**src/rtl/filter_pkg.sv**
```systemverilog
// -----------------------------------------------------------------------------
// filter_pkg
// Definitions shared by the sinc2 filter-chain controller:
//   - state_t       : sequencer state encoding (IDLE/RELEASE/SETTLE/RUN)
//   - DEF_*         : default parameter values for the controller
// -----------------------------------------------------------------------------
package filter_pkg;

   typedef enum logic [1:0] {
      ST_IDLE    = 2'd0,
      ST_RELEASE = 2'd1,
      ST_SETTLE  = 2'd2,
      ST_RUN     = 2'd3
   } state_t;

   localparam int DEF_DATA_W         = 12;
   localparam int DEF_STAGES         = 3;
   localparam int DEF_SETTLE_SAMPLES = 2;
   localparam int DEF_CNT_W          = 16;

endpackage

```
**src/rtl/filter_out_reg.sv**
```systemverilog
// -----------------------------------------------------------------------------
// filter_out_reg
// Single-entry valid/ready capture register for decimated filter words.
// Ports:
//   clk, rst        : clock, synchronous active-high reset
//   flush           : drop any pending word and zero sample_cnt
//   cap_req         : strobe seen while the sequencer is in RUN
//   cap_data        : word to capture with cap_req
//   m_data/m_valid  : output word and its valid flag
//   m_ready         : consumer accept
//   clr_overrun     : one-cycle clear of the sticky overrun flag
//   overrun         : sticky flag, a word was dropped
//   sample_cnt      : number of words accepted (wraps)
// -----------------------------------------------------------------------------
module filter_out_reg
   import filter_pkg::*;
#(
   parameter int DATA_W = DEF_DATA_W,
   parameter int CNT_W  = DEF_CNT_W
) (
   input  logic              clk,
   input  logic              rst,
   input  logic              flush,
   input  logic              cap_req,
   input  logic [DATA_W-1:0] cap_data,
   output logic [DATA_W-1:0] m_data,
   output logic              m_valid,
   input  logic              m_ready,
   input  logic              clr_overrun,
   output logic              overrun,
   output logic [CNT_W-1:0]  sample_cnt
);

   logic [DATA_W-1:0] m_data_r;
   logic              m_valid_r;
   logic              overrun_r;
   logic [CNT_W-1:0]  sample_cnt_r;
   logic              slot_free_s;
   logic              drop_s;

   // The slot can take a new word if empty or being drained on this edge.
   always_comb begin
      slot_free_s = (!m_valid_r) || m_ready;
      drop_s      = cap_req && m_valid_r && !m_ready;
   end

   // Capture register, handshake and accepted-word counter.
   always_ff @(posedge clk) begin
      if (rst) begin
         m_data_r     <= '0;
         m_valid_r    <= 1'b0;
         sample_cnt_r <= '0;
      end else if (flush) begin
         m_valid_r    <= 1'b0;
         sample_cnt_r <= '0;
      end else if (cap_req && slot_free_s) begin
         m_data_r     <= cap_data;
         m_valid_r    <= 1'b1;
         sample_cnt_r <= sample_cnt_r + CNT_W'(1);
      end else if (m_valid_r && m_ready) begin
         m_valid_r    <= 1'b0;
      end else begin
         m_valid_r    <= m_valid_r;
      end
   end

   // Sticky overrun flag; a new drop beats a simultaneous clear.
   always_ff @(posedge clk) begin
      if (rst) begin
         overrun_r <= 1'b0;
      end else if (drop_s) begin
         overrun_r <= 1'b1;
      end else if (clr_overrun) begin
         overrun_r <= 1'b0;
      end else begin
         overrun_r <= overrun_r;
      end
   end

   assign m_data     = m_data_r;
   assign m_valid    = m_valid_r;
   assign overrun    = overrun_r;
   assign sample_cnt = sample_cnt_r;

endmodule

```
**src/rtl/digital_filter_ctrl.sv**
```systemverilog
// -----------------------------------------------------------------------------
// digital_filter_ctrl
// Sequencer and output controller for the sinc2 decimation chain.
// Ports:
//   clk, rst        : filter clock, synchronous active-high reset
//   enable          : 1 = run the filter, 0 = hold it in reset
//   filt_rst_n      : staged per-stage active-low resets, bit 0 = first stage
//   filt_data       : decimated word, valid with filt_new_data
//   m_data/m_valid/m_ready : valid/ready output towards the consumer
//   overrun/clr_overrun    : sticky dropped-word flag and its clear
//   running         : 1 while the sequencer is in RUN
//   sample_cnt      : number of words accepted into m_data
// -----------------------------------------------------------------------------
module digital_filter_ctrl
   import filter_pkg::*;
#(
   parameter int DATA_W         = DEF_DATA_W,
   parameter int STAGES         = DEF_STAGES,
   parameter int SETTLE_SAMPLES = DEF_SETTLE_SAMPLES,
   parameter int CNT_W          = DEF_CNT_W
) (
   input  logic              clk,
   input  logic              rst,
   input  logic              enable,
   output logic [STAGES-1:0] filt_rst_n,
   input  logic [DATA_W-1:0] filt_data,
   input  logic              filt_new_data,
   output logic [DATA_W-1:0] m_data,
   output logic              m_valid,
   input  logic              m_ready,
   output logic              overrun,
   input  logic              clr_overrun,
   output logic              running,
   output logic [CNT_W-1:0]  sample_cnt
);

   localparam int SC_W = (SETTLE_SAMPLES < 2) ? 1 : $clog2(SETTLE_SAMPLES + 1);
   localparam logic [SC_W-1:0] SETTLE_LAST =
      SC_W'((SETTLE_SAMPLES > 0) ? (SETTLE_SAMPLES - 1) : 0);
   // Where the sequencer goes once the last stage is out of reset.
   localparam state_t POST_RELEASE = (SETTLE_SAMPLES == 0) ? ST_RUN : ST_SETTLE;

   state_t            state_r;
   logic [STAGES-1:0] filt_rst_n_r;
   logic [STAGES-1:0] rst_n_next_s;
   logic [SC_W-1:0]   settle_cnt_r;
   logic              running_r;
   logic              flush_s;
   logic              cap_req_s;

   // Next staged-reset pattern: one more stage released per clock.
   always_comb begin
      rst_n_next_s = (filt_rst_n_r << 1) | STAGES'(1);
      flush_s      = (state_r != ST_IDLE) && !enable;
      cap_req_s    = (state_r == ST_RUN) && filt_new_data;
   end

   // Sequencer: staged reset release, settling discard, run/disable.
   always_ff @(posedge clk) begin
      if (rst) begin
         state_r      <= ST_IDLE;
         filt_rst_n_r <= '0;
         settle_cnt_r <= '0;
         running_r    <= 1'b0;
      end else if (flush_s) begin
         state_r      <= ST_IDLE;
         filt_rst_n_r <= '0;
         settle_cnt_r <= '0;
         running_r    <= 1'b0;
      end else begin
         case (state_r)
            ST_IDLE: begin
               settle_cnt_r <= '0;
               if (enable) begin
                  filt_rst_n_r <= rst_n_next_s;
                  if (rst_n_next_s[STAGES-1]) begin
                     state_r   <= POST_RELEASE;
                     running_r <= (POST_RELEASE == ST_RUN);
                  end else begin
                     state_r   <= ST_RELEASE;
                     running_r <= 1'b0;
                  end
               end else begin
                  filt_rst_n_r <= '0;
                  running_r    <= 1'b0;
               end
            end
            ST_RELEASE: begin
               filt_rst_n_r <= rst_n_next_s;
               if (rst_n_next_s[STAGES-1]) begin
                  state_r   <= POST_RELEASE;
                  running_r <= (POST_RELEASE == ST_RUN);
               end else begin
                  state_r   <= ST_RELEASE;
                  running_r <= 1'b0;
               end
            end
            ST_SETTLE: begin
               // The strobe that completes settling is itself discarded.
               if (filt_new_data) begin
                  if (settle_cnt_r == SETTLE_LAST) begin
                     state_r      <= ST_RUN;
                     running_r    <= 1'b1;
                     settle_cnt_r <= '0;
                  end else begin
                     settle_cnt_r <= settle_cnt_r + SC_W'(1);
                  end
               end else begin
                  settle_cnt_r <= settle_cnt_r;
               end
            end
            ST_RUN: begin
               running_r <= 1'b1;
            end
            default: begin
               state_r      <= ST_IDLE;
               filt_rst_n_r <= '0;
               settle_cnt_r <= '0;
               running_r    <= 1'b0;
            end
         endcase
      end
   end

   filter_out_reg #(
      .DATA_W (DATA_W),
      .CNT_W  (CNT_W)
   ) u_out_reg (
      .clk         (clk),
      .rst         (rst),
      .flush       (flush_s),
      .cap_req     (cap_req_s),
      .cap_data    (filt_data),
      .m_data      (m_data),
      .m_valid     (m_valid),
      .m_ready     (m_ready),
      .clr_overrun (clr_overrun),
      .overrun     (overrun),
      .sample_cnt  (sample_cnt)
   );

   assign filt_rst_n = filt_rst_n_r;
   assign running    = running_r;

endmodule

```
**config.mk**
```make
export PLATFORM = sky130hd
export DESIGN_NAME = digital_filter_ctrl
export DESIGN_NICKNAME = d
export VERILOG_FILES = /design/src/rtl/filter_pkg.sv /design/src/rtl/filter_out_reg.sv /design/src/rtl/digital_filter_ctrl.sv
export SDC_FILE = /design/constraint.sdc
export NUM_CORES = 1
export LEC_CHECK = 0
export CELL_PAD_IN_SITES_DETAIL_PLACEMENT = 2
export CELL_PAD_IN_SITES_GLOBAL_PLACEMENT = 2
export CORE_MARGIN = 4
export CORE_UTILIZATION = 28
export DETAILED_ROUTE_END_ITERATION = 8
export PLACE_DENSITY_LB_ADDON = 0.1
export SETUP_SLACK_MARGIN = 0.5
export SLEW_MARGIN = 25
export SYNTH_ARGS = -nofsm -noshare
export SYNTH_HDL_FRONTEND = slang
export SYNTH_SLANG_ARGS = --single-unit
export TNS_END_PERCENT = 100
```
**constraint.sdc**
```tcl
create_clock -name clk -period 3.4 [get_ports clk]
set_input_delay 0.51 -clock clk [delete_from_list [all_inputs] [get_ports clk]]
set_output_delay 0.51 -clock clk [all_outputs]
set_load 0.05 [all_outputs]
```
[Word-level counts from Yosys, hierarchy flattened]
Cells that the tools add are included.
Widths: inputs -> output; s select.
Storage, ports and cells
  register bits: 38
  logic and storage cells: 58
Cells by class
  $add $sub $neg: 2
  equal/unequal tests: 7
  muxes and demuxes: 17
  bitwise operators: 1
  reduce and logical (&&, ||, !) cells: 23
Operators with widths (count)
  $add 16x1->16 const B: 1
  $mux 2: 6
  $reduce_bool 2->1: 5
  $logic_and 1x1->1: 6
  $mux 1: 6
  $ne 2x2->1 const B: 3
  $pmux 2 s3: 1
  $pmux 3 s2: 1
  $reduce_and 2->1: 3
  $eq 2x1->1 const B: 2
  $eq 2x2->1 const B: 2
  $pmux 2 s2: 1
  $reduce_and 4->1: 1
  $reduce_or 2->1: 2
  $logic_not 1->1: 3
  $mux 3: 1
  $pmux 1 s3: 1
  $reduce_bool 3->1: 1
  $add 2x1->2 const B: 1
  $logic_not 2->1: 1
  $logic_or 1x1->1: 1
  $not 1->1: 1

[Logic depth before layout (Yosys ltp)]
  word-level depth: 5
  mapped depth: 7
  gate-level depth less buffers: 5

[Hierarchy]
Synthesis repeated with hierarchy kept, for this count alone.
Second synthesis, totals
  cell total of the unflattened synthesis: 165
  area total of the unflattened synthesis: 1576.5 um2
Modules (own cells, without submodules)
  filter_out_reg: instances 1, cells an instance 133, area each 1251.2 um2
  digital_filter_ctrl: instances 1, cells an instance 32, area each 325.3 um2

[Worst setup path after synthesis]
OpenSTA, ideal clock, no wires.
  path kind: register -> register
  start point: reg u_out_reg.sample_cnt_r[4], in the netlist u_out_reg.sample_cnt[4]
  end point: reg u_out_reg.sample_cnt_r[13], in the netlist u_out_reg.sample_cnt[13]
  arrival time: 1886 ps
  setup slack: 1443 ps
  cell stages (with the launch flop): 6
  period minus slack after synthesis: 1957 ps
  path through: dfxtp_1 -> nand4_2 -> or2_0 -> buf_2 -> or4_1 -> a21oi_1
Between the ends
  longest elaborated chain between the ends: 1
Ends and longest elaborated chain
  from (decl): line filter_out_reg.sv:37  | logic [CNT_W-1:0] sample_cnt_r;
  from (signal assigned): line filter_out_reg.sv:59  | sample_cnt_r <= sample_cnt_r + CNT_W'(1);
  $add 16x1->16: line filter_out_reg.sv:59
No other way between the ends.
A chain may end at the register's enable or synchronous reset.

[Worst setup path after layout]
  start point: in filt_new_data
  end point: reg u_out_reg.m_data_r[2], in the netlist u_out_reg.m_data[2]
Between the ends
  longest elaborated chain between the ends: 3
Ends and longest elaborated chain
  from (decl): line digital_filter_ctrl.sv:27  | input logic filt_new_data,
  $logic_and 1x1->1: line digital_filter_ctrl.sv:55  | cap_req_s = (state_r == ST_RUN) && filt_new_data;
  $logic_and 1x1->1: line filter_out_reg.sv:56  | end else if (cap_req && slot_free_s) begin
  $reduce_and 2->1 (no source line)
  to (signal assigned): line filter_out_reg.sv:57  | m_data_r <= cap_data;
  to (decl): line filter_out_reg.sv:34  | logic [DATA_W-1:0] m_data_r;
No other way between the ends.

==> flow_summary.ini <==
[logic_synthesis]
avgSynthCellArea_um2 = 8.938
ys_seq_area_share_pct = 48.91
synth_xor_area_share_pct = 2.253
yosysMostFrequentCell = dfxtp_1
syn-num-nets = 193
synth_async_sr_flop_share_pct = 0
synth-compound-area-share_pct = 10.94
syn_area_um2 = 1555
muxShareOfSynthArea_pct = 9.010
yosys_warnings = 0
yosys.area_share.adder_pct = 0.8045
ys_ff_latch = 38
ys_types = 30
synth-edff-count = 0
postSynthCellCount = 174
synth_flop_cell = dfxtp_1
ys_top_cells_by_count = dfxtp_1, nor2_1, a21oi_1
yosys.area.top_type = dfxtp_1
synth_top_family_by_area = simple AND/OR/NAND/NOR gates
synth_area_leaders = dfxtp_1, mux2i_1, nor2_1, a21oi_1, or3_1
netlist.area_leader.share_pct = 48.91
yosys.area_share.simple_pct = 25.10

[power]
p_leak_nw = 0.8263
power_density_nw_per_um2 = 366.1
peakVddDrop_v = 0.0001781

[finish]
syn_to_final_growth_pct = 41.27
multi_input_area_um2 = 748.2
final_cells = 292
n_fill_cell = 570
drive_gt1_share_pct = 4.054
regArea_um2 = 760.7
antenna_cells = 0
nets = 242

[global_route]
grt_max_degree = 20
grt_pass1_vias = 1587
globalRouteTotalUtil_pct = 14.99
antenna_found_initial = 0
grt_first_pass_wirelength_mm = 7.838
grt_overflow = 0

[clock_network]
cts_tree = built
root_buffer = clkbuf_8
cts_sinks = 38
cts_max_path_buffers = 2
numCtsBuffers = 5
post_cts_buffers = 0
clock_latency_ns = 0.29
ctsResizeCount = 0
clk_pin_slew_ns = 0.07
h-tree-depth = 2
cts.hold.buffers_added = 0

[flow_run]
maxCapViolCount = 0

[drt]
ant_nets = 0
drt_iter0_markers = 24
wl_per_cell_um = 15.99
routed_via_density = 4.904
met2_wirelength_mm = 2.410
drc = 0
wl_met1_mm = 2.013
drt_pass1_iterations = 4
vias = 1432
dr.max_layer_used = met4
dr_wl_met3_um = 201
drt_wl_total_mm = 4.669

[sta]
fin_skew_ns = 0.002664
max_freq_ghz = 0.4375
relSlewSlack_pct = 48.06
slew_violations = 0
fin_crit_ns = 2.286
report.final.hold_viol_count = 0
setup_viol = 0
worst_slew_pin_slew_ns = 0.7769
setup_tns_ns = 0
hold_ws_ns = 0.4813
rsz0062_at_grt = false
fin_crit_sh_pct = 67.23

[critical_path]
path_class = in2reg
cp_top_family = simple AND/OR/NAND/NOR gates
worstPathArrival_ns = 2.44
path_max_fanout = 12
path_cells = clkdlybuf4s50_1 > and3_1 > nand3_1 > mux2i_1 > nor2_1
end_kind = flip-flop
required_ns = 3.55
cp_slowest_cell = nand3_1
crit_buf_inv = 1
cp_slowest_stage_delay_ns = 0.60
start_kind = input pin

[place]
gp_congestion = 0.7394
post-dp-hpwl_mm = 3.578
dp.cells = 286
port_buffers = 51

[min_path]
holdCritPathClass = reg2reg

[die]
die_area_um2 = 6811
rows = 26
die_w_um = 82.53
coreArea_um2 = 5238
die_h_um = 82.53
initial_core_util_pct = 29.69
num_io_pins = 52

[status]
run_status = completed
## cell usage in the layout, fill, tap and decap left out
cell type and n:
nand2_1 5, and2_1 1, a21oi_1 17, or2_2 1, or2_0 1, or3_1 9, nand4_2 1, clkbuf_8 6
xor2_1 3, nor2_1 29, nand4_1 5, and4_2 1, and4_1 1, o21ai_0 9, ha_1 1, a211oi_1 1
and3_1 2, dfxtp_1 38, clkdlybuf4s50_1 51, nand3_1 9, nand2b_1 2, mux2i_1 14, inv_1 2, o311a_1 1
xnor2_1 1, o31ai_1 3, or4_1 3, nor3b_1 1, nor2b_1 4
## through the flow
step	cell area, um2	total power, mW	util (%)	setup slack, ns
floorplan	1555	0.4770	-	1.443
global placement	2115	0.5034	40.37	0.9095
detailed placement	2115	0.5051	40.37	0.7545
CTS	2197	0.8132	41.95	1.054
global route	2197	0.8430	41.95	0.9075
finish	2197	0.8043	41.95	1.114
## tightest hold or removal path: stages (launching register included)
cell and delay (ns):
dfxtp_1 0.33, inv_1 0.06, a21oi_1 0.05
## registers in the layout (all words and copies together) (netlist names)
name and flops:
u_out_reg.m_valid 1, u_out_reg.sample_cnt 16, u_out_reg.m_data 12, state_r 2
filt_rst_n 3, u_out_reg.overrun 1, settle_cnt_r 2, running 1
## per-layer routing
metal	up-vias	GRT usage, %
met5	-	0
met4	0	3.922
met3	6	4.989
met2	29	26.20
met1	687	17.50
li1	710	-
## layout make-up
cell class | instances | share of cell area (%)
Clock buffer | 6 | 3.759
Inverter | 2 | 0.3417
Multi-Input combinational cell | 125 | 34.05
Sequential cell | 38 | 34.62
Tap cell | 70 | 3.986
Timing Repair Buffer | 51 | 23.23
## cell families after synthesis
| logic type | Yosys count |
|---|---|
| and+or+nand+nor | 75 |
| DFF | 38 |
| AOI/OAI and AO/OA | 31 |
| muxes | 14 |
| buffers and inverters | 11 |
| xor gates and xnor gates | 4 |
| adders and majority gates | 1 |
## where the power goes
part | leakage (nW) | internal [mW] | total, mW | switching (mW)
combinational | 0.477 | 0.0231 | 0.0439 | 0.0208
clock | 0.0431 | 0.156 | 0.310 | 0.154
sequential | 0.307 | 0.447 | 0.450 | 0.00312
## final timing paths
| check | endpoint | startpoint | cells after the start | slack (ns) |
|---|---|---|---|---|
| worst max-delay path | u_out_reg.m_data[2] | filt_new_data | 5 | 1.11 |
| worst max register to register | u_out_reg.m_data[2] | state_r[1] | 4 | 1.25 |
| worst min register to register | filt_rst_n[0] | filt_rst_n[0] | 2 | 0.48 |
| worst min-delay path | filt_rst_n[0] | filt_rst_n[0] | 2 | 0.48 |
(Power assumes the default switching activity.)
